`config.mk`:
```
export PLATFORM = sky130hd
export DESIGN_NAME = tx_seq_ctrl
export DESIGN_NICKNAME = d
export VERILOG_FILES = /design/src/rtl/tx_seq_ctrl.sv
export SDC_FILE = /design/constraint.sdc
export NUM_CORES = 1
export LEC_CHECK = 0
export CORE_ASPECT_RATIO = 0.75
export CORE_MARGIN = 2
export CORE_UTILIZATION = 47
export DETAILED_ROUTE_END_ITERATION = 8
export GPL_TIMING_DRIVEN = 0
export HOLD_SLACK_MARGIN = 0.15
export PLACE_DENSITY_LB_ADDON = 0.3
export SLEW_MARGIN = 5
export SYNTH_ARGS = -nofsm -noshare
export SYNTH_HDL_FRONTEND = slang
export SYNTH_SLANG_ARGS = --single-unit
```
`constraint.sdc`:
```
create_clock -name clk -period 1.9 [get_ports clk]
set_clock_uncertainty 0.1 [all_clocks]
set_input_delay 0.38 -clock clk [delete_from_list [all_inputs] [get_ports clk]]
set_output_delay 0.38 -clock clk [all_outputs]
set_load 0.05 [all_outputs]
```
`src/rtl/tx_seq_ctrl.sv`:
```
// Transmit sequencer: SYNC byte, N payload bytes from the FIFO, then a 3-bit-period EOP.
// Optional macro TX_SEQ_ABORT_EN enables tx_abort (SYNC/DATA jump straight to EOP).
module tx_seq_ctrl #(
    parameter int CLKS_PER_BIT = 8
) (
    input  logic       clk,
    input  logic       n_rst,
    input  logic       tx_start,
    input  logic [6:0] tx_num_bytes,
    input  logic       fifo_empty,
    input  logic       tx_abort,
    output logic       load_sync,
    output logic       load_byte,
    output logic       shift_strobe,
    output logic       tx_eop,
    output logic       tx_busy,
    output logic       tx_done,
    output logic       tx_error
);

    typedef enum logic [1:0] {IDLE, SYNC, DATA, EOP} state_t;

    localparam logic [5:0] TIMER_LAST = 6'(CLKS_PER_BIT - 1);

    state_t     state_q, state_d;
    logic [5:0] timer_q, timer_d;
    logic [2:0] bitcnt_q, bitcnt_d;
    logic [6:0] remaining_q, remaining_d;
    logic       strobe;
    logic       abort_req;

`ifdef TX_SEQ_ABORT_EN
    assign abort_req = tx_abort;
`else
    logic unused_abort;
    assign unused_abort = tx_abort;
    assign abort_req    = 1'b0;
`endif

    assign strobe = (state_q != IDLE) && (timer_q == TIMER_LAST);

    always_comb begin
        state_d      = state_q;
        timer_d      = timer_q;
        bitcnt_d     = bitcnt_q;
        remaining_d  = remaining_q;
        load_sync    = 1'b0;
        load_byte    = 1'b0;
        tx_eop       = 1'b0;
        tx_done      = 1'b0;
        tx_error     = 1'b0;
        shift_strobe = strobe;
        tx_busy      = (state_q != IDLE);

        if (state_q != IDLE) begin
            timer_d = strobe ? 6'd0 : timer_q + 6'd1;
            if (strobe) begin
                bitcnt_d = bitcnt_q + 3'd1;
            end
        end

        case (state_q)
            IDLE: begin
                timer_d  = 6'd0;
                bitcnt_d = 3'd0;
                if (tx_start) begin
                    remaining_d = (tx_num_bytes > 7'd64) ? 7'd64 : tx_num_bytes;
                    state_d     = SYNC;
                end
            end
            SYNC, DATA: begin
                // Timer and bit counter are both zero only in the first SYNC cycle.
                load_sync = (state_q == SYNC) && (timer_q == 6'd0) && (bitcnt_q == 3'd0);
                if (abort_req) begin
                    state_d  = EOP;
                    timer_d  = 6'd0;
                    bitcnt_d = 3'd0;
                end else if (strobe && (bitcnt_q == 3'd7)) begin
                    if (remaining_q == 7'd0) begin
                        state_d = EOP;
                    end else if (!fifo_empty) begin
                        load_byte   = 1'b1;
                        remaining_d = remaining_q - 7'd1;
                        state_d     = DATA;
                    end else begin
                        tx_error = 1'b1;
                        state_d  = EOP;
                    end
                end
            end
            EOP: begin
                // Two bit periods of SE0, then one idle-J period.
                tx_eop = (bitcnt_q < 3'd2);
                if (strobe && (bitcnt_q == 3'd2)) begin
                    tx_done = 1'b1;
                    state_d = IDLE;
                end
            end
            default: state_d = IDLE;
        endcase
    end

    always_ff @(posedge clk or negedge n_rst) begin
        if (!n_rst) begin
            state_q     <= IDLE;
            timer_q     <= 6'd0;
            bitcnt_q    <= 3'd0;
            remaining_q <= 7'd0;
        end else begin
            state_q     <= state_d;
            timer_q     <= timer_d;
            bitcnt_q    <= bitcnt_d;
            remaining_q <= remaining_d;
        end
    end

endmodule

```
After elaboration in Yosys (flattened, before gate mapping):

Index checks and enable logic that the tools add are counted.

* output and inout bits: 7
* word-level logic and storage cells: 67
* input bits: 12
* bits in registers: 18

* $add $sub $neg: 3
* equality and inequality tests: 11
* mux-type cells: 30
* reduce and logical (&&, ||, !) cells: 17
* order comparisons: 2

Operators by type and width (count)
* 7-bit 2-to-1 mux: 5
* 6-bit 2-to-1 mux: 3
* 1-bit 2-to-1 mux: 14
* 7-bit case mux with 2 select lines: 1
* 2-bit inequality test, second input constant: 5
* 3-bit 2-to-1 mux: 3
* 2-bit nonzero test: 4
* 7-bit > comparator, second input constant: 1
* 7-bit logical NOT: 1
* 7-bit by 1-bit subtractor with 7-bit output, second input constant: 1
* 6-bit by 1-bit adder with 6-bit output, second input constant: 1
* 6-bit by 3-bit equality test with 1-bit output, second input constant: 1
* 6-bit logical NOT: 1
* 2-bit 2-to-1 mux: 3
* 2-bit case mux with 3 select lines: 1
* 1-bit logical AND: 5
* 5-bit AND reduction: 1
* 2-bit equality test, second input constant: 2
* 3-bit by 1-bit adder with 3-bit output, second input constant: 1
* 3-bit by 2-bit equality test with 1-bit output, second input constant: 1
* 3-bit equality test, second input constant: 1
* 3-bit logical NOT: 1
* 3-bit by 2-bit less-than comparator with 1-bit output, second input constant: 1
* 3-bit AND reduction: 1
* 4 further kinds: 4

Depth between registers and ports, before layout:

* depth in word-level cells: 5
* mapped depth: 8
* gate-level depth less buffers: 7

Worst setup path after synthesis:

No wires, ideal clock.

* kind: register to output
* from: reg state_q[0]
* to: out load_sync
* path slack: -1637 ps
* stages on the path, launching flop included: 7
* required time: 1420 ps
* arrival time: 3057 ps
* path buffers: 2
* cells stage by stage: dfrtp_1 inv_1 ha_1 buf_2 buf_1 nand4b_1 nor4b_1

* cells in the longest elaborated chain, start to end: 4
* elaborated cells on any way between the ends: 6

RTL lines
* start: declaration: RTL line 25 `state_t state_q, state_d;`
* start signal: assignment: RTL line 110 `state_q <= state_d;`
* 2-bit by 1-bit equality test with 1-bit output: RTL line 62, 73
* 1-bit logical AND (2 in series): RTL line 73 `load_sync = (state_q == SYNC) && (timer_q == 6'd0) && (bitcnt_q == 3'd0);`
* 1-bit 2-to-1 mux *: RTL line 62 `case (state_q)`
* end: declaration: RTL line 12 `output logic load_sync,`

Every way passes the cells marked *; elsewhere a longest branch is shown, timed or not.

Worst setup path after layout:

* from: reg state_q[1]
* to: out load_byte

* cells in the longest elaborated chain, start to end: 5
* elaborated cells on any way between the ends: 8

RTL lines
* 2-bit nonzero test: RTL line 40 `assign strobe = (state_q != IDLE) && (timer_q == TIMER_LAST);`
* 1-bit logical AND: RTL line 40
* 1-bit logical AND: RTL line 78 `end else if (strobe && (bitcnt_q == 3'd7)) begin`
* 1-bit 2-to-1 mux: RTL line 78
* 1-bit 2-to-1 mux *: RTL line 62
* end: declaration: RTL line 13 `output logic load_byte,`

Marks and branches as above.

==> results.md <==
* Commonest cells post-synth: dfrtp_1 (18), nor2_1 (15), inv_1 (13)
* Cells after synthesis at around 130
* Min Tclk post-route at about 2.4 ns
* TritonCTS buffer count at 3
* Ant diodes at 0
* Number of global-route vias before repair at around 1100
* GRT Util Overall at 0.232
* Die W at 62.1 microns
* Int Pwr at 1840 uW
* CP Cell Sequence: inv_2 > ha_4 > buf_6 > buf_6 > nand4_1 > nor2_4 > buf_8
* DRC Markers at 0
* VDD IR-drop max at 756 uV
* Dpl cells at around 180
* Post-Place Cell Area at around 1500 sq um
* Worst-path clk slew at 0.11 ns
* Fmax at approximately 0.42 GHz
* Post-synth EDFFs at 0
* Power per cell area at approximately 1800 nW/um^2
* Critical Path RT at 1.42 ns
* Netlist cell types at 39
* Worst path bufs/invs at 4
* Post-route cell area at between 1500 and 2000 sq um
* Clk sinks at 18
* Slew Viols, Final at 0
* Die Ht at roughly 48 microns
* Fin. Hold Viols at 0
* Synth Flop Type: dfrtp_1
* Top cell type's share of synthesized area at 0.379
* Synth Cell Area at 1190 sq um
* Final Setup Violations at 15
* Num rows at 15
* Met3 WL at ~160 microns
* Worst setup margin at -0.462 ns
* Yosys warns at 0
* Slew @ Worst Pin at ~0.87 ns
* Multi-input logic area at between 800 and 900 sq um
* Proportion of layout cells with a drive suffix above 1 at 0.402
* Worst stage delay on the critical path at around 0.43 ns
* Final WL at 3380 microns
* Initial Utilization at 0.507
* Clock network power share at 0.076
* CP Capture Type: output port
* Fin util at 0.774
* Top delay family on crit path: simple AND/OR/NAND/NOR gates
* Crit Path Class: register to output port
* Placer Congestion at between 0.8 and 0.9
* Failing checks: negative setup slack
* Synth top area cells: dfrtp_1 (38%), ha_1 (11%), nor2_1 (4.7%), inv_1 (4.1%), nand2_1 (3.5%)
* Sequential power share at 0.215
* Arr. time, crit path at about 1.9 ns
* Crit share post-route at 1.24
* Synth Register Bits at 18
* # fillers at between 100 and 150
* Switching share of power at 0.438
* Met1 wire length at 1460 microns
* Placeable core area at around 2300 sq um
* Uppermost routed layer: met4
* Mapped Avg Cell Area at about 9.4 sq um
* Post-synth top area cell: dfrtp_1
* Port Buf Inserts at 17
* Largest net degree at the start of global routing at 19
* Most used cell, CP: buf_6
* Asr flop ratio synth at 1.00
* Clock Root Buffer: clkbuf_4
* Hold crit path type: register to register
* Initial antenna violation count at 0
* Nets at 192
* First-pass DRT Iterations at 4
* Metal2 WL at ~1700 microns
* Overflow left after global routing at 0
* Startpoint Class: register
* DP Worst Slack at -0.918 ns
* Switching Power at 1440 uW
* P&R area growth vs syn at 52.7%
* Clock H-tree levels at 1
* Count leader, synth: dfrtp_1
* Hpwl dp at between 1500 and 2000 microns
* Status: finished, violations left
* Static leakage at 0.000787 uW
* Rel. slew slack at 0.418
* Vias at 1101
* Antenna-violating nets left at 0
* Die area at ~3000 sq um
* DRT iter0 DRCs at 35
* CP max-delay cell: dfrtp_1
* Seq/Total Area, Yosys at 0.379
* Final Non-Filler Cells at approximately 200
* Crit-path max FO at 4
* Clock Latency Late Sink at about 0.31 ns
* Maxcap violations at 0
* Clock Tree Buf Depth at 2
* Combinational share of power at 0.709
* Detailed-route wire length per cell at 16.7 microns
* CTS tree: built
* # IOs at 19
* First-pass GRT wire length at 5130 microns
* Register area at around 450 sq um
* Post-Syn Nets at 149
* Vias per std cell at ~5.4
* RSZ-0062 raised after global routing: yes
==> state kept, by name, summed over array words and instances, names as in the netlist <==
signal / flops
state_q: 2
remaining_q: 7
timer_q: 6
bitcnt_q: 3
==> worst paths after layout <==
check                      depth (start not counted)                          to                   start  slack (ns)
setup reg to reg                                  10  remaining_q[1]$_DFFE_PN0P_  state_q[1]$_DFFE_PN0P_       -0.29
min in group asynchronous                          1        timer_q[2]$_DFF_PN0_                   n_rst        0.45
max in group asynchronous                          1        timer_q[3]$_DFF_PN0_                   n_rst        0.65
setup / recovery                                   7                   load_byte  state_q[1]$_DFFE_PN0P_       -0.46
hold / removal                                     1        timer_q[0]$_DFF_PN0_    timer_q[0]$_DFF_PN0_        0.42
hold reg to reg                                    1        timer_q[0]$_DFF_PN0_    timer_q[0]$_DFF_PN0_        0.42
==> placed cells by master, fill, tap and decap left out, types with 2 or more instances in the layout <==
cell type        Yosys  routed
a211o_1              2       2
a21oi_1              2       2
a221oi_2             0       2
a32oi_1              2       2
and3_1               2       2
buf_4                0      17
buf_6                1      11
buf_8                0       3
clkbuf_4             0       3
clkdlybuf4s50_1      0      10
dfrtp_1             18      16
dfrtp_2              0       2
ha_1                10       7
ha_4                 0       2
inv_1               13      10
inv_2                0       3
mux2i_1              2       2
nand2_1             11       8
nand2_2              0       3
nand3_1              5       4
nand4b_1             2       2
nor2_1              15      12
nor2_4               0       3
nor2b_1              3       2
nor3_1               5       4
o211ai_1             2       2
o22ai_1              2       2
or3b_2               2       2
xnor2_1              3       3
xor2_1               2       2
==> per-layer routing <==
metal / GRT usage / vias up
li1: - / 531
met1: 0.283 / 527
met2: 0.415 / 37
met3: 0.0635 / 6
met4: 0.0844 / 0
met5: 0 / -
==> power by group through the flow <==
stage | combinational [uW] | sequential (uW) | clock [uW]
after floorplan | 1350 | 649 | 0
after global placement | 1610 | 675 | 0
after detailed placement | 1660 | 686 | 0
after CTS | 2060 | 682 | 258
after global routing | 2510 | 721 | 269
final | 2330 | 704 | 250
==> metrics by stage <==
step           TNS (ns)  hold WS [ns]  total power [uW]
2_1_floorplan    -0.933       -0.0156              1990
3_3_place_gp      -4.21         0.385              2280
3_5_place_dp      -4.80         0.396              2350
4_1_cts           -2.49         0.439              2990
5_1_grt           -4.84         0.435              3490
6_report          -3.72         0.419              3280
==> what timing repair did <==
action | CTS | global route
hold buffers | 0 | 0
endpoints found under the hold margin | 0 | 0
gates resized for setup | 63 | 14
pin swaps | 10 | 8
buffers inserted | 13 | 8
endpoints found under the setup margin | 14 | 16
gates cloned | 1 | 0
==> kinds of logic (layout without fill, tap and decap cells) <==
kind of cell	after synthesis	in the layout	share of synthesized area
muxes	4	4	0.0358
buffers and inverters	19	61	0.0673
DFF	18	18	0.379
AOI/OAI and AO/OA	19	19	0.148
and+or+nand+nor	52	52	0.228
adders and majority gates	10	10	0.105
xor gates and xnor gates	5	5	0.0368
==> final cells by class <==
type / count / area share
multi-input combinational: 90 / 0.444
tap: 34 / 0.0234
buffer: 6 / 0.0372
clock buffer: 4 / 0.0200
inverter: 13 / 0.0269
timing repair buffer: 38 / 0.200
sequential: 18 / 0.249
(Power assumes the default switching activity.)
